$ cat config.mk
export PLATFORM = sky130hd
export DESIGN_NAME = invader_fleet_move
export DESIGN_NICKNAME = d
export VERILOG_FILES = /design/src/rtl/invader_fleet_move.sv
export SDC_FILE = /design/constraint.sdc
export NUM_CORES = 1
export LEC_CHECK = 0
export CORE_MARGIN = 3
export CORE_UTILIZATION = 62
export CTS_CLUSTER_SIZE = 14
export DETAILED_ROUTE_END_ITERATION = 10
export HOLD_SLACK_MARGIN = 0.12
export MAX_ROUTING_LAYER = met4
export PLACE_DENSITY = 0.85
export SYNTH_ARGS = -nofsm -noshare
export SYNTH_HDL_FRONTEND = slang
export SYNTH_SLANG_ARGS = --single-unit
$ cat constraint.sdc
create_clock -name clk65MHz -period 3.94 [get_ports clk65MHz]
set_input_delay 1.182 -clock clk65MHz [delete_from_list [all_inputs] [get_ports clk65MHz]]
set_output_delay 1.182 -clock clk65MHz [all_outputs]
set_load 0.1 [all_outputs]
$ cat src/rtl/invader_fleet_move.sv
// Formation-origin mover: right/down/left/down sweep paced by a tick divider, with pause, landing and restart.
// Optional macro INVADER_SPEEDUP_EN makes the tick period scale with the number of surviving invaders.
module invader_fleet_move #(
    parameter int X_START     = 0,
    parameter int Y_START     = 0,
    parameter int X_STEP      = 2,
    parameter int Y_STEP      = 16,
    parameter int X_SPAN      = 100,
    parameter int Y_LIMIT     = 600,
    parameter int TICK_PERIOD = 4_333_333,
    parameter int MIN_PERIOD  = 650_000,
    parameter int PER_ALIVE   = 65_000
) (
    input  logic       clk65MHz,
    input  logic       rst,
    input  logic       game_start,
    input  logic       pause,
    input  logic [7:0] alive_cnt,
    output logic [9:0] xpos,
    output logic [9:0] ypos,
    output logic       dir,
    output logic       step,
    output logic       landed
);

    typedef enum logic [2:0] {
        S_IDLE   = 3'd0,
        S_RIGHT  = 3'd1,
        S_DOWN_R = 3'd2,
        S_LEFT   = 3'd3,
        S_DOWN_L = 3'd4,
        S_LANDED = 3'd5
    } state_t;

    localparam logic [9:0]  L_X_START = 10'(X_START);
    localparam logic [9:0]  L_Y_START = 10'(Y_START);
    localparam logic [9:0]  L_X_STEP  = 10'(X_STEP);
    localparam logic [9:0]  L_Y_STEP  = 10'(Y_STEP);
    localparam logic [9:0]  L_X_SPAN  = 10'(X_SPAN);
    localparam logic [9:0]  L_Y_LIMIT = 10'(Y_LIMIT);

    state_t      r_state;
    state_t      w_state_nxt;
    logic [31:0] r_cnt;
    logic [31:0] w_period;
    logic [9:0]  r_span;
    logic [9:0]  r_x;
    logic [9:0]  r_y;
    logic        r_dir;
    logic        r_step;
    logic        r_landed;

    logic [9:0]  w_span_nxt;
    logic [9:0]  w_x_nxt;
    logic [9:0]  w_y_nxt;
    logic        w_dir_nxt;
    logic        w_step_nxt;
    logic        w_landed_nxt;

    logic        w_moving;
    logic        w_start;
    logic        w_tick;
    logic        w_move;
    logic [9:0]  w_span_add;
    logic [9:0]  w_y_add;
    logic        w_hit_floor;

    assign w_moving    = (r_state == S_RIGHT) || (r_state == S_DOWN_R) ||
                         (r_state == S_LEFT)  || (r_state == S_DOWN_L);
    assign w_start     = game_start && ((r_state == S_IDLE) || (r_state == S_LANDED));
    assign w_tick      = w_moving && !pause && (r_cnt == (w_period - 32'd1));
    // Ticks keep running with an empty fleet; only the move itself is dropped.
    assign w_move      = w_tick && (alive_cnt != 8'd0);
    assign w_span_add  = r_span + L_X_STEP;
    assign w_y_add     = r_y + L_Y_STEP;
    assign w_hit_floor = (w_y_add >= L_Y_LIMIT);

`ifdef INVADER_SPEEDUP_EN
    logic [31:0] r_period;
    logic [31:0] w_period_new;

    assign w_period_new = 32'(MIN_PERIOD) + (32'(alive_cnt) * 32'(PER_ALIVE));
    assign w_period     = r_period;

    // Period is latched only at wrap or start so a mid-period alive_cnt change waits a period.
    always_ff @(posedge clk65MHz or posedge rst) begin
        if (rst) begin
            r_period <= 32'(MIN_PERIOD);
        end else if (w_start || w_tick) begin
            r_period <= w_period_new;
        end else begin
            r_period <= r_period;
        end
    end
`else
    assign w_period = 32'(TICK_PERIOD);
`endif

    // Tick divider: counts 0..P-1 while sweeping, frozen by pause.
    always_ff @(posedge clk65MHz or posedge rst) begin
        if (rst) begin
            r_cnt <= 32'd0;
        end else if (w_start) begin
            r_cnt <= 32'd0;
        end else if (w_moving && !pause) begin
            r_cnt <= w_tick ? 32'd0 : (r_cnt + 32'd1);
        end else begin
            r_cnt <= r_cnt;
        end
    end

    // State register.
    always_ff @(posedge clk65MHz or posedge rst) begin
        if (rst) begin
            r_state <= S_IDLE;
        end else begin
            r_state <= w_state_nxt;
        end
    end

    // Next-state logic.
    always_comb begin
        w_state_nxt = r_state;
        case (r_state)
            S_IDLE:   if (game_start) w_state_nxt = S_RIGHT;
                      else            w_state_nxt = S_IDLE;
            S_RIGHT:  if (w_move && (w_span_add >= L_X_SPAN)) w_state_nxt = S_DOWN_R;
                      else                                     w_state_nxt = S_RIGHT;
            S_DOWN_R: if (w_move) w_state_nxt = w_hit_floor ? S_LANDED : S_LEFT;
                      else        w_state_nxt = S_DOWN_R;
            S_LEFT:   if (w_move && (w_span_add >= L_X_SPAN)) w_state_nxt = S_DOWN_L;
                      else                                     w_state_nxt = S_LEFT;
            S_DOWN_L: if (w_move) w_state_nxt = w_hit_floor ? S_LANDED : S_RIGHT;
                      else        w_state_nxt = S_DOWN_L;
            S_LANDED: if (game_start) w_state_nxt = S_RIGHT;
                      else            w_state_nxt = S_LANDED;
            default:  w_state_nxt = S_IDLE;
        endcase
    end

    // Next output values; step is raised only alongside an applied move.
    always_comb begin
        w_span_nxt   = r_span;
        w_x_nxt      = r_x;
        w_y_nxt      = r_y;
        w_dir_nxt    = r_dir;
        w_step_nxt   = 1'b0;
        w_landed_nxt = r_landed;
        case (r_state)
            S_IDLE: begin
                if (game_start) w_span_nxt = 10'd0;
                else            w_span_nxt = r_span;
            end
            S_RIGHT, S_LEFT: begin
                if (w_move) begin
                    w_x_nxt    = (r_state == S_RIGHT) ? (r_x + L_X_STEP) : (r_x - L_X_STEP);
                    w_span_nxt = w_span_add;
                    w_step_nxt = 1'b1;
                end else begin
                    w_step_nxt = 1'b0;
                end
            end
            S_DOWN_R, S_DOWN_L: begin
                if (w_move) begin
                    w_y_nxt      = w_y_add;
                    w_span_nxt   = 10'd0;
                    w_dir_nxt    = (r_state == S_DOWN_R);
                    w_step_nxt   = 1'b1;
                    w_landed_nxt = w_hit_floor;
                end else begin
                    w_step_nxt = 1'b0;
                end
            end
            S_LANDED: begin
                if (game_start) begin
                    w_x_nxt      = L_X_START;
                    w_y_nxt      = L_Y_START;
                    w_dir_nxt    = 1'b0;
                    w_span_nxt   = 10'd0;
                    w_landed_nxt = 1'b0;
                end else begin
                    w_step_nxt = 1'b0;
                end
            end
            default: begin
                w_step_nxt = 1'b0;
            end
        endcase
    end

    // Output and span registers.
    always_ff @(posedge clk65MHz or posedge rst) begin
        if (rst) begin
            r_span   <= 10'd0;
            r_x      <= L_X_START;
            r_y      <= L_Y_START;
            r_dir    <= 1'b0;
            r_step   <= 1'b0;
            r_landed <= 1'b0;
        end else begin
            r_span   <= w_span_nxt;
            r_x      <= w_x_nxt;
            r_y      <= w_y_nxt;
            r_dir    <= w_dir_nxt;
            r_step   <= w_step_nxt;
            r_landed <= w_landed_nxt;
        end
    end

    assign xpos   = r_x;
    assign ypos   = r_y;
    assign dir    = r_dir;
    assign step   = r_step;
    assign landed = r_landed;

endmodule

* Word-level counts from Yosys, hierarchy flattened
Cells that the tools add are included. Widths: inputs -> output; s select.
Operators by class: reduce and logical (&&, ||, !) cells 23, equal/unequal tests 10, order comparisons 2, add/subtract/negate cells 5, muxes and demuxes 28
Operators by type and width (number):
- $mux 32 | 3
- $mux 10 | 6
- $pmux 10 s2 | 2
- $add 32x1->32 const B | 1
- $eq 32x23->1 const B | 1
- $pmux 10 s3 | 1
- $add 10x2->10 const B | 2
- $mux 3 | 6
- $pmux 3 s6 | 1
- $add 10x5->10 const B | 1
- $ge 10x10->1 const B | 1
- $ge 10x7->1 const B | 1
- $sub 10x2->10 const B | 1
- $reduce_bool 8->1 | 1
- $eq 3x2->1 const B | 2
- $eq 3x3->1 const B | 2
- $mux 1 | 6
- $ne 2x2->1 const B | 3
- $reduce_and 3->1 | 2
- $reduce_bool 2->1 | 3
- $reduce_or 2->1 | 3
- $logic_and 1x1->1 | 5
- $logic_or 1x1->1 | 4
- $pmux 1 s2 | 2
- other kinds (8) | 8
Word-level totals: output and inout port bits 23, logic and storage cells 76, register bits 68, input port bits 12

* Longest topological paths before layout
Gate-level depths: netlist of the first run.
word-level depth 10, depth in mapped cells 11, depth with buffers taken out 10

* Worst setup path before layout of the first run
OpenSTA, ideal clock, no wires.
kind input-to-reg, start input port game_start, end register r_cnt[14], path buffers 0, slack 1.216 ns, data arrival time 2.602 ns, stages on the path 6, library setup time 0.121 ns, path through or4b_2 o31a_1 a21boi_2 and3_1 xnor2_1 nor2_1
Between the ends: cells in the longest elaborated chain, start to end 2, elaborated cells between the ends (all ways) 3, classes of those cells mux (1); reduce/logical (2)
Ends and longest elaborated chain:
- start: declaration | RTL line 16 | input logic game_start,
- $logic_and 1x1->1 (*) | RTL line 70 | assign w_start = game_start && ((r_state == S_IDLE) || (r_state == S_LANDED));
- $mux 32 / $reduce_bool 2->1 (equally long branches)
- end signal: assignment | RTL line 106 | r_cnt <= w_tick ? 32'd0 : (r_cnt + 32'd1);
- end signal: assignment | RTL line 108 | r_cnt <= r_cnt;
- end: declaration | RTL line 44 | logic [31:0] r_cnt;
Mark *: on every way between the ends. The rest lies on a longest branch, timed or not. A chain may end at the register's enable or synchronous reset.

* Worst setup path in the final report of the first run
start register r_state[0], end register r_x[9] (netlist: xpos[9])
Between the ends: cells in the longest elaborated chain, start to end 9, elaborated cells between the ends (all ways) 19, classes of those cells eq/ne (7); mux (3); reduce/logical (9)
Ends and longest elaborated chain:
- start: declaration | RTL line 42 | state_t r_state;
- start signal: assignment | RTL line 117 | r_state <= w_state_nxt;
- $eq 3x1->1 / $eq 3x2->1 (equally long branches) | RTL line 68, 149, 156
- $logic_or 1x1->1 (2 in series) | RTL line 68 | assign w_moving = (r_state == S_RIGHT) || (r_state == S_DOWN_R) ||
- $logic_or 1x1->1 | RTL line 69 | (r_state == S_LEFT) || (r_state == S_DOWN_L);
- $logic_and 1x1->1 (2 in series) | RTL line 71 | assign w_tick = w_moving && !pause && (r_cnt == (w_period - 32'd1));
- $logic_and 1x1->1 | RTL line 73 | assign w_move = w_tick && (alive_cnt != 8'd0);
- $ne 2x2->1 (no source line)
- $reduce_and 3->1 (no source line)
- end signal: assignment | RTL line 202 | r_x <= w_x_nxt;
- end: declaration | RTL line 47 | logic [9:0] r_x;
Several ways; a longest one is shown, not always the timed one. The select of a mux whose other input is x is not followed.

==> results of run 1 <==
[per-layer routing]
layer	routed length, um	up-vias
met5	0	-
met3	436	12
li1	-	1712
met4	128	0
met2	4700	78
met1	3920	1719
[worst paths after layout]
check / from / endpoint / slack (ps) / depth (start not counted)
hold / removal: landed / landed / 510 / 2
min in group asynchronous: rst / r_cnt[15] / 1240 / 2
max in group asynchronous: rst / xpos[2] / 2110 / 3
setup reg to reg: r_state[0] / xpos[9] / 680 / 9
hold reg to reg: landed / landed / 510 / 2
setup / recovery: r_state[0] / xpos[9] / 680 / 9
[final cells by class]
cell class / count / area, sq um
Timing Repair Buffer: 34 / 320
Clock inverter: 3 / 17.5
Clock buffer: 13 / 169
Sequential cell: 62 / 1550
Multi-Input combinational cell: 364 / 2260
Fill cell: 458 / 1580
Tap cell: 75 / 93.8
Inverter: 17 / 63.8
[registers in the layout, summed over array words and instances (netlist names)]
name     count
r_state      3
ypos         6
r_span       9
step         1
landed       1
dir          1
xpos         9
r_cnt       32
[synthesized netlist by cell type (all sizes together), types with 8 or more instances]
cell | instances | area share
nand3 | 41 | 0.052
buf | 13 | 0.019
inv | 17 | 0.016
and3 | 12 | 0.019
ha | 12 | 0.038
a21oi | 17 | 0.021
mux2 | 8 | 0.023
clkbuf | 8 | 0.0076
nor2 | 52 | 0.049
xor2 | 15 | 0.033
xnor2 | 14 | 0.031
o21ai | 29 | 0.037
dfrtp | 62 | 0.39
or3 | 8 | 0.013
nor4 | 10 | 0.016
nor3 | 11 | 0.016
nand2 | 39 | 0.037
nand4 | 8 | 0.013
a31oi | 8 | 0.013
[power by group]
| part | switching (mW) | leakage, nW | internal [mW] |
|---|---|---|---|
| combinational | 0.0886 | 0.994 | 0.0630 |
| sequential | 0.0411 | 0.823 | 0.670 |
| clock | 0.258 | 0.0954 | 0.278 |
| total | 0.387 | 1.91 | 1.01 |
[metrics by stage]
step,power (mW),worst slack (ps)
after global placement,0.868,477
final,1.40,678
after CTS,1.40,766
after detailed placement,0.874,457
after global routing,1.45,513
after floorplan,0.832,1220
[cells in the final DEF (no fill, tap or decap), drive strengths merged, types with 3 or more instances in the layout]
master,n
dfrtp,62
nor2,52
nand3,41
nand2,39
o21ai,29
clkdlybuf4s50,21
a21oi,17
inv,17
xor2,15
xnor2,14
clkbuf,13
buf,13
and3,12
ha,12
nor3,11
nor4,10
nand4,8
or3,8
a31oi,8
mux2,8
and2,6
and4,5
nor2b,5
a41oi,5
conb,5
or4,5
a21o,4
o31ai,4
o211ai,4
mux2i,4
nor4b,4
nand2b,3
[cells by family after synthesis]
family,Yosys count,share of synthesized area
simple gates,218,0.288
compound gates,86,0.136
flops,62,0.391
buf+inv,38,0.0428
xor+xnor,29,0.0640
fa+ha+maj,14,0.0454
mux,12,0.0328
other cells,1,0.000944
[worst register-to-register path: stages, from the launching register on]
cell and delay (ps):
dfrtp_1 780, inv_1 260, or3_1 560, ha_1 420, nor2b_1 260, o2111ai_1 180, a31oi_1 350, mux2i_1 130
a31oi_1 150, nand2_1 70
==> impl_summary.md, run 1 <==
Clocking
The number of setup buffers added after CTS is 0. The root buffer selected by CTS is clkbuf_8. The CTS tree is built. After clock tree synthesis, the clock-pin slew on the worst setup and hold paths is 70 ps.

The tree built by TritonCTS fans out to 62 sinks. The insertion delay of the later-clocked pin in the worst-skew pair is 350 ps. After clock tree synthesis, the flow added hold-fix buffers numbering 0. The H-tree generated during clock tree synthesis spans 3 levels.

Counting the buffers created by CTS gives 9. The number of buffers between clock root and the deepest sink is 2. In this run, post-CTS repair resized a total of 0 instances.

Placement
The congestion estimate from routability-driven global placement came to 0.877. The detailed-placement wirelength estimate is 6420 um. The cell total after placement is 552. Input and output buffers added on the ports amount to 29. The instance area at placement is 4290 sq um.

Detailed routing
The violation count after the first detailed-routing iteration is 253. The ratio of routed vias to standard cells is 6.20. Wires add up to 9190 um. After detailed routing, the average wire length per cell comes to 16.2 um. The number of antenna-violating nets in the routed design is 0. The total vias in the final route is 3521. The DRC violations left is 0. The first TritonRoute pass finished after 4 iterations.

Layout
The finished cells cover 4480 sq um. At the end of the flow, the number of nets in the layout was 513. Once layout is complete, the cells apart from fillers number 568.

0 antenna diodes ended up in the layout. Of the cells placed in the final design, the portion with a size suffix greater than 1 is 0.0953. From synthesis to final layout, the design area changed by 12.8%. For this run, the share of the core covered by cells in the final layout is 0.739.

Floorplanning
The overall die area is 7400 sq um. From left edge to right edge, the die measures 86.0 um. The floorplan has 28 rows. From bottom edge to top edge, the die measures 86.0 um. For this configuration, the core starts out at a cell density of 0.655. After floorplanning, the core was sized to cover 6060 sq um. The I/O pin total is 35.

Setup path
The required time at the endpoint of the critical path is 4180 ps. The critical path goes through inv_1 > or3_1 > ha_1 > nor2b_1 > o2111ai_1 > a31oi_1 > mux2i_1 > a31oi_1 > nand2_1. The slowest stage of the critical path belongs to the cell dfrtp_1. The maximum net fanout on the critical path is 21. The kind of critical path is reg -> reg. Together, buffers and inverters on the worst path number 1. The data arrival at the endpoint of the critical path is 3510 ps. STA classifies the critical path startpoint as a flip-flop. The critical path's top delay family is simple AND/OR/NAND/NOR gates.

In this design, the stage delay of the slowest critical-path cell is 780 ps. STA classifies the critical path endpoint as a flip-flop. The cell that appears most often on the critical path is a31oi_1.

STA
In the final timing run, aggregate negative setup slack is 0 ps. The peak clock frequency supported by timing is 307 MHz. The worst pin sits at a relative slew slack of 0.331. Setup repair after global routing left no endpoint under its margin.

The final worst clock skew is 11.7 ps. The post-route minimum period is 3260 ps. The final-report hold violation count is 0.

The transition time at the pin with the least slew margin is 1000 ps. The smallest hold slack is 506 ps. Dividing the final minimum period by the clock period gives 0.828. The max-slew violation total from the final report is 0. The number of setup violations in the final report is 0.

Synthesis
Synthesis inferred 62 register bits. The most used flip-flop cell after synthesis is dfrtp_1. The count of different cell masters after synthesis is 60. For this run, asynchronously set or reset flops after synthesis account for 1.00. For this run, the number of Yosys warnings is 0.

The mean instance size in the synthesized netlist is 8.63 sq um. Counting every instance in the synthesized netlist gives 460. The count of flip-flops with a built-in enable after synthesis is 0. For this run, the register share of the synthesized area comes to 0.391. The mapped netlist covers 3970 sq um.

Job
The tool flagged a number of max-cap violations equal to 0.

Global routing
The initial antenna violation count is 0. The met2 usage in global routing is 0.439. Entering global routing, the biggest net connects 33 pins. The routing layer with the top usage in global route is met2. The first global-routing pass estimated 15300 um of wire. For met3 alone, demand over resource in global routing was 0.0528. The number of global-route vias before repair is 3283. The met1 layer usage reported by global route is 0.328.

The aggregate global-route resource usage is 0.267. Global routing finished with a remaining overflow of 0.

Pwr
Across the VDD grid, the largest voltage drop is 273 uV. The total leakage power is 1.91 nW. The total power density per cell area is 312 nW/um^2.

Run status
The run finished with clean final reports.

Worst hold path
In this run the worst hold path is classified as reg -> reg.
(Power assumes the default switching activity.)
==> inputs of run 2 (changes only) <==
Settings changed: CORE_UTILIZATION 62 to 53, PLACE_DENSITY 0.85 to 0.77.
Clock period 3.94 ns to 2.9 ns, I/O delays scaled along.
==> run 2 against run 1 <==
Against the previous run: combinational power rose by 43%; register-to-register slack worse by 310 ps; flip-flop and latch count stayed put; total power is 41% higher; via count increased by 1.4%; critical path depth decreased by 3; design area up 4.1%; highest routed layer unchanged; critical endpoint is now r_cnt[17]; largest cell class unchanged; sequential share of layout area down 1.4 points.
==> impl_summary.md, run 2 (synthesis results as in run 1) <==
Clocking
The H-tree was split into 3 levels. The number of gates resized after CTS was 0. TritonCTS built the clock tree.

The number of buffers added for setup after CTS is 0. After clock tree synthesis, the clock-pin slew on the worst setup and hold paths is 70 ps. Clock tree synthesis selected as its root buffer the cell clkbuf_8. After clock tree synthesis, the flow added hold-fix buffers numbering 0. The later pin in the worst-skew pair is clocked with a latency of 350 ps. In this run the deepest clock path goes through 2 buffers.

Counting the buffers created by CTS gives 9. The number of clock sinks is 62.

Layout
The area added between synthesis and finish is 17.5%. The final standard cell utilization of the core is 0.665. The register with the most flip-flops in the final layout is r_cnt. After routing the design area is 4660 sq um. The leading cell type in the layout, fill and taps excluded is dfrtp_1. The share of post-route cells with drive strength above 1 is 0.152.

The library cells used most frequently in the layout, excluding fill and tap cells, are dfrtp_1, nor2_1, nand3_1. The register with the most flip-flops in the layout has 32 of them. The net count of the finished layout is 532.

The filler cells instantiated in the layout total 571. The antenna diode instance count is 0.

Setup path
STA puts the critical path data arrival time at 2920 ps. The maximum net fanout on the critical path is 6. The kind of critical path is in -> reg. The logic depth of the worst register-to-register path is 10. The startpoint identified for the worst register-to-register timing path is r_state[0]. The endpoint of the most critical register-to-register path is xpos[9]. STA classifies the critical path startpoint as an input pin.

Across all register-to-register paths, the minimum setup slack is 370 ps. The required time at the endpoint of the critical path is 3180 ps. STA classifies the critical path endpoint as a flip-flop.

Pwr
The analysis attributes to net switching a power of 0.532 mW. The analysis attributes to cell leakage a power of 2.03 nW. The design draws 1.98 mW. Of the total power, the share spent switching nets is 0.269. The highest ir drop seen on vdd is 331 uV. Of the total power, the clock network draws 0.400. The total power density per cell area is 424 nW/um^2. The share of total power dissipated in combinational logic is 0.110. The sequential cell fraction of total power is 0.490. The internal power of the cells totals 1.45 mW.

Worst hold path
The worst hold path belongs to the class reg -> reg. The launch instance of the worst min-delay path is landed. The destination of the worst hold path is landed.

Along the worst hold path, the cell count comes to 2.

STA
The remaining max-slew budget at the tightest pin is 0.418. Dividing the final minimum period by the clock period gives 0.910. The max-slew violation total from the final report is 0.

For the final database, setup skew stands at 9.56 ps. The transition time at the pin with the least slew margin is 867 ps. The smallest clock period supported by the final layout is computed as 2640 ps. The final-report hold violation count is 0.

Setup violations remaining at the end of the flow were counted as 0. Setup repair after global routing left no endpoint under its margin. The peak clock frequency supported by timing is 379 MHz. The aggregate negative setup slack is 0 ps.

Floorplanning
The standard-cell row count is 30. For this configuration, the core starts out at a cell density of 0.566. The die covers 8570 sq um. The floorplan step set the die height to 92.6 um. The core area is 7020 sq um. The chip width is 92.6 um. The I/O pin total is 35.

Detailed routing
The routed layout has 3570 vias. In the final routed layout, each cell accounts on average for 15.1 um. The number of antenna-violating nets in the routed design is 0. In the routed layout, each cell is associated on average with a via count of 5.87.

Summed over all layers, the routed wires come to 9170 um. In the routed design, unresolved DRC markers number 0. The first detailed-routing pass ran for 5 iterations. In this run, the number of DRC markers left after iteration 0 of detailed routing was 189.

Placement
The detailed-placement wirelength estimate is 6440 um. The routability congestion estimate is 0.916. The placed instances occupy a cell area of 4450 sq um. Buffers placed on the I/O ports in this run total 29.

Global routing
The pin count of the biggest net entering global routing is 63. The first global-routing pass estimated 15600 um of wire. The aggregate global-route resource usage is 0.230.

The final global-route overflow total is 0. The initial antenna violation count is 0. The number of global-route vias before repair is 3459.

Run status
The flow ran to the end, and the final reports show no timing, DRC or antenna violations.

Job
The number of max-cap violations is 0.
-- run 2: area by class of cell --
class,count,area [sq um],share of cell area
tap,96,120,0.0258
multi-input combinational,364,2270,0.487
clock buffer,11,151,0.0325
timing repair buffer,53,450,0.0966
inverter,17,63.8,0.0137
sequential,62,1550,0.333
clock inverter,5,57.6,0.0123
-- run 2: power by group through the flow --
stage               Clock, mW  Sequential [mW]  Combinational, mW
finish                  0.792            0.969              0.218
global route            0.844            0.975              0.243
CTS                     0.806            0.967              0.220
detailed placement          0            0.982              0.216
global placement            0            0.978              0.213
floorplan                   0            0.968              0.162
-- run 2: per-layer routing --
layer  GRT usage  up-vias  share of wire
li1            -     1750              -
met4      0.0879        0          0.019
met2       0.370       92           0.50
met1       0.284     1707           0.43
met3      0.0487       21          0.044
met5           -        -              0
-- run 2: how the worst max path moves through the flow --
stage | from | endpoint | slack (ps) | cells after the start
CTS | r_state[0] | xpos[9] | 180 | 10
detailed placement | game_start | r_cnt[17] | -80 | 6
global route | game_start | r_cnt[10] | 160 | 8
floorplan | r_state[2] | xpos[7] | 390 | 9
global placement | game_start | r_cnt[17] | -80 | 6
finish | game_start | r_cnt[17] | 260 | 6
-- run 2: critical path: stages --
cell	delay, ps
clkdlybuf4s50_1	510
or4b_2	610
o31a_1	180
a21o_1	250
or3_1	350
a21oi_1	140
-- run 2: through the flow --
step,hold slack [ps],setup slack [ps],std cells
2_1_floorplan,473,388,464
3_3_place_gp,493,-78.7,592
3_5_place_dp,504,-79.1,592
4_1_cts,517,181,608
5_1_grt,541,164,608
6_report,519,262,608
==> inputs of run 3 (changes only) <==
Settings changed: GPL_TIMING_DRIVEN set to 0.
==> run 3 against run 2 <==
Against the previous run: critical path depth is 5 lower; via count fell by 2.2%; design area down 0.46%; register-to-register slack got worse by 180 ps; clock skew hardly changed; critical path type is now reg -> out.
==> impl_summary.md, run 3 (synthesis results as in run 1) <==
Run status
The run finished with clean final reports.

Setup path
In this design, the largest share of critical-path delay is due to buffers and inverters. The worst setup path is launched from a flip-flop. The buffering stage count on the worst path with inverters included is 1. The worst setup path is captured at an output pin. The critical path goes through clkdlybuf4s50_1. The critical path ends at xpos[9]. Along the worst path, the maximum fanout reaches 6. The required time at the endpoint of the critical path is 2030 ps. The endpoint of the most critical register-to-register path is xpos[7]. For flop-to-flop paths, the worst setup slack is 190 ps. In this run the number of cells on the critical path is 1.

The data arrival at the endpoint of the critical path is 1960 ps. The launching instance or port of the critical path is xpos[9]. On the worst path, the slowest cell contributes a delay of 1170 ps.

The kind of critical path is reg -> out. The cell at the slowest stage of the critical path is clkdlybuf4s50_1. The logic depth of the worst register-to-register path is 9. The source of the worst register-to-register timing path is r_state[2].

STA
The final-report hold violation count is 0. For the pin with the worst max-slew slack, the measured transition is 974 ps. After routing, the total negative slack on setup checks comes to 0 ps.

In this run the tightest slew margin relative to its limit is 0.349. Setup repair after global routing could not meet its margin everywhere. The peak clock frequency supported by timing is 354 MHz.

The max-slew violation total from the final report was 0. Across the routed clock network, the largest skew measured is 9.19 ps. The post-route minimum period is 2830 ps. The smallest hold slack is 518 ps.

Setup violations remaining at the end of the flow were counted as 0. The part of the cycle the worst path needs is 0.975.

Pwr
Across the VDD grid, the largest voltage drop is 313 uV. The design draws 1.95 mW. In this run the static leakage power is 1.99 nW. For this design the ratio of total power to cell area is 419 nW/um^2.

Floorplanning
The initial core utilization is 0.566. The core area is 7020 sq um. For this design the top-level I/O count stands at 35. The chip width is 92.6 um. The overall die height is 92.6 um.

The die covers 8570 sq um. The standard-cell row count is 30.

Detailed routing
The violation count after the first detailed-routing iteration is 141. The routed wire length is 9050 um. Dividing the detail-routed via count by the number of cells gives 5.77. The DRC violations left is 0. The routed layout has 3492 vias. In this run the remaining antenna-violating nets after routing total 0.

Before antenna repair, the detailed router went through 5 iterations. The routed length per placed instance is 15.0 um.

Layout
Compared with the post-synthesis result, the final layout area differs by 16.9%. The antenna diode instance count is 0. In the layout the commonest cells are dfrtp_1, nor2_1, nand3_1. The number of flip-flops under the largest register name is 32. Ranked by flip-flop count, first place goes to r_cnt. Fill cells in the final layout number 603. For this run, the post-layout net count is 529. Of the cells placed in the final design, the portion with a size suffix greater than 1 is 0.0982. The leading cell type in the layout, fill and taps excluded is dfrtp_1.

Worst hold path
The worst min-delay path class is reg -> reg.

Clocking
TritonCTS built the clock tree. The number of gates resized after CTS was 0. The root buffer selected by CTS is clkbuf_8.

The clock edge transition at the registers on the reported setup and hold paths is 70 ps. The clock passes through at most 2 buffers. The H-tree depth is 3. The number of buffers added for setup after CTS is 0. The number of buffers created by CTS is 9. In this run, post-CTS hold repair placed 0 buffers.

For the worst-skew pair, the clock arrives at the later sink with an insertion delay of 340 ps. The number of clock sinks is 62.

Global routing
The initial antenna violation count is 0. Entering global routing, the biggest net connects 41 pins. The final global-route overflow total is 0. The first-pass GRT wire length is 15400 um. In the global route stage, overall resource usage came out at 0.229.

The number of global-route vias before repair is 3324.

Placement
Detailed placement finished with a half-perimeter wire length of 6470 um. Routability-driven placement finished with a final weighted congestion of 0.875. The count of buffers from port buffering is 29.

Job
Max-cap violations in this run came to 0.
[run 3: cell types whose count changed in the layout (fill, tap and decap cells not counted), sizes merged]
cell           delta
buf              -28
clkbuf            +6
clkdlybuf4s50    +16
clkinv            +3
clkinvlp          -2
dlymetal6s2s      +2
[run 3: power by group]
group	internal [mW]	switching, mW
combinational	0.0907	0.122
sequential	0.911	0.0563
clock	0.417	0.350
[run 3: how the worst min path moves through the flow]
stage,depth (start not counted),endpoint,startpoint
2_1_floorplan,1,r_span[9],r_span[9]
5_1_grt,1,r_span[6],r_span[6]
3_5_place_dp,1,r_span[9],r_span[9]
4_1_cts,1,r_span[9],r_span[9]
3_3_place_gp,2,landed,landed
6_report,2,landed,landed
[run 3: stage by stage]
stage / std cells / worst slack, ps / cell area [sq um] / utilization
after floorplan: 464 / 388 / 3990 / -
after global placement: 589 / -645 / 4400 / 0.626
after detailed placement: 590 / -285 / 4420 / 0.629
after CTS: 606 / 3.09 / 4620 / 0.658
after global routing: 605 / -12.9 / 4640 / 0.661
final: 605 / 71.7 / 4640 / 0.661
[run 3: worst register-to-register path: cells and delay by family, from the launching register on]
family / cells / cell delay, ps
compound gates: 1 / 250
xor+xnor: 1 / 150
fa+ha+maj: 1 / 380
buf+inv: 1 / 240
flops: 1 / 410
mux: 1 / 290
simple gates: 4 / 870
[run 3: cell type report]
cell class,instances,area [sq um],share of cell area
buffer,20,103,0.0221
clock buffer,10,138,0.0296
clock inverter,6,61.3,0.0132
inverter,17,63.8,0.0137
multi-input combinational,364,2290,0.493
sequential,62,1550,0.334
tap,96,120,0.0259
timing repair buffer,30,315,0.0679
[run 3: per-layer routing]
| metal | global-route usage | part of all wire |
|---|---|---|
| met5 | - | 0 |
| met4 | 0.0965 | 0.016 |
| met3 | 0.0374 | 0.024 |
| met2 | 0.381 | 0.50 |
| met1 | 0.276 | 0.46 |
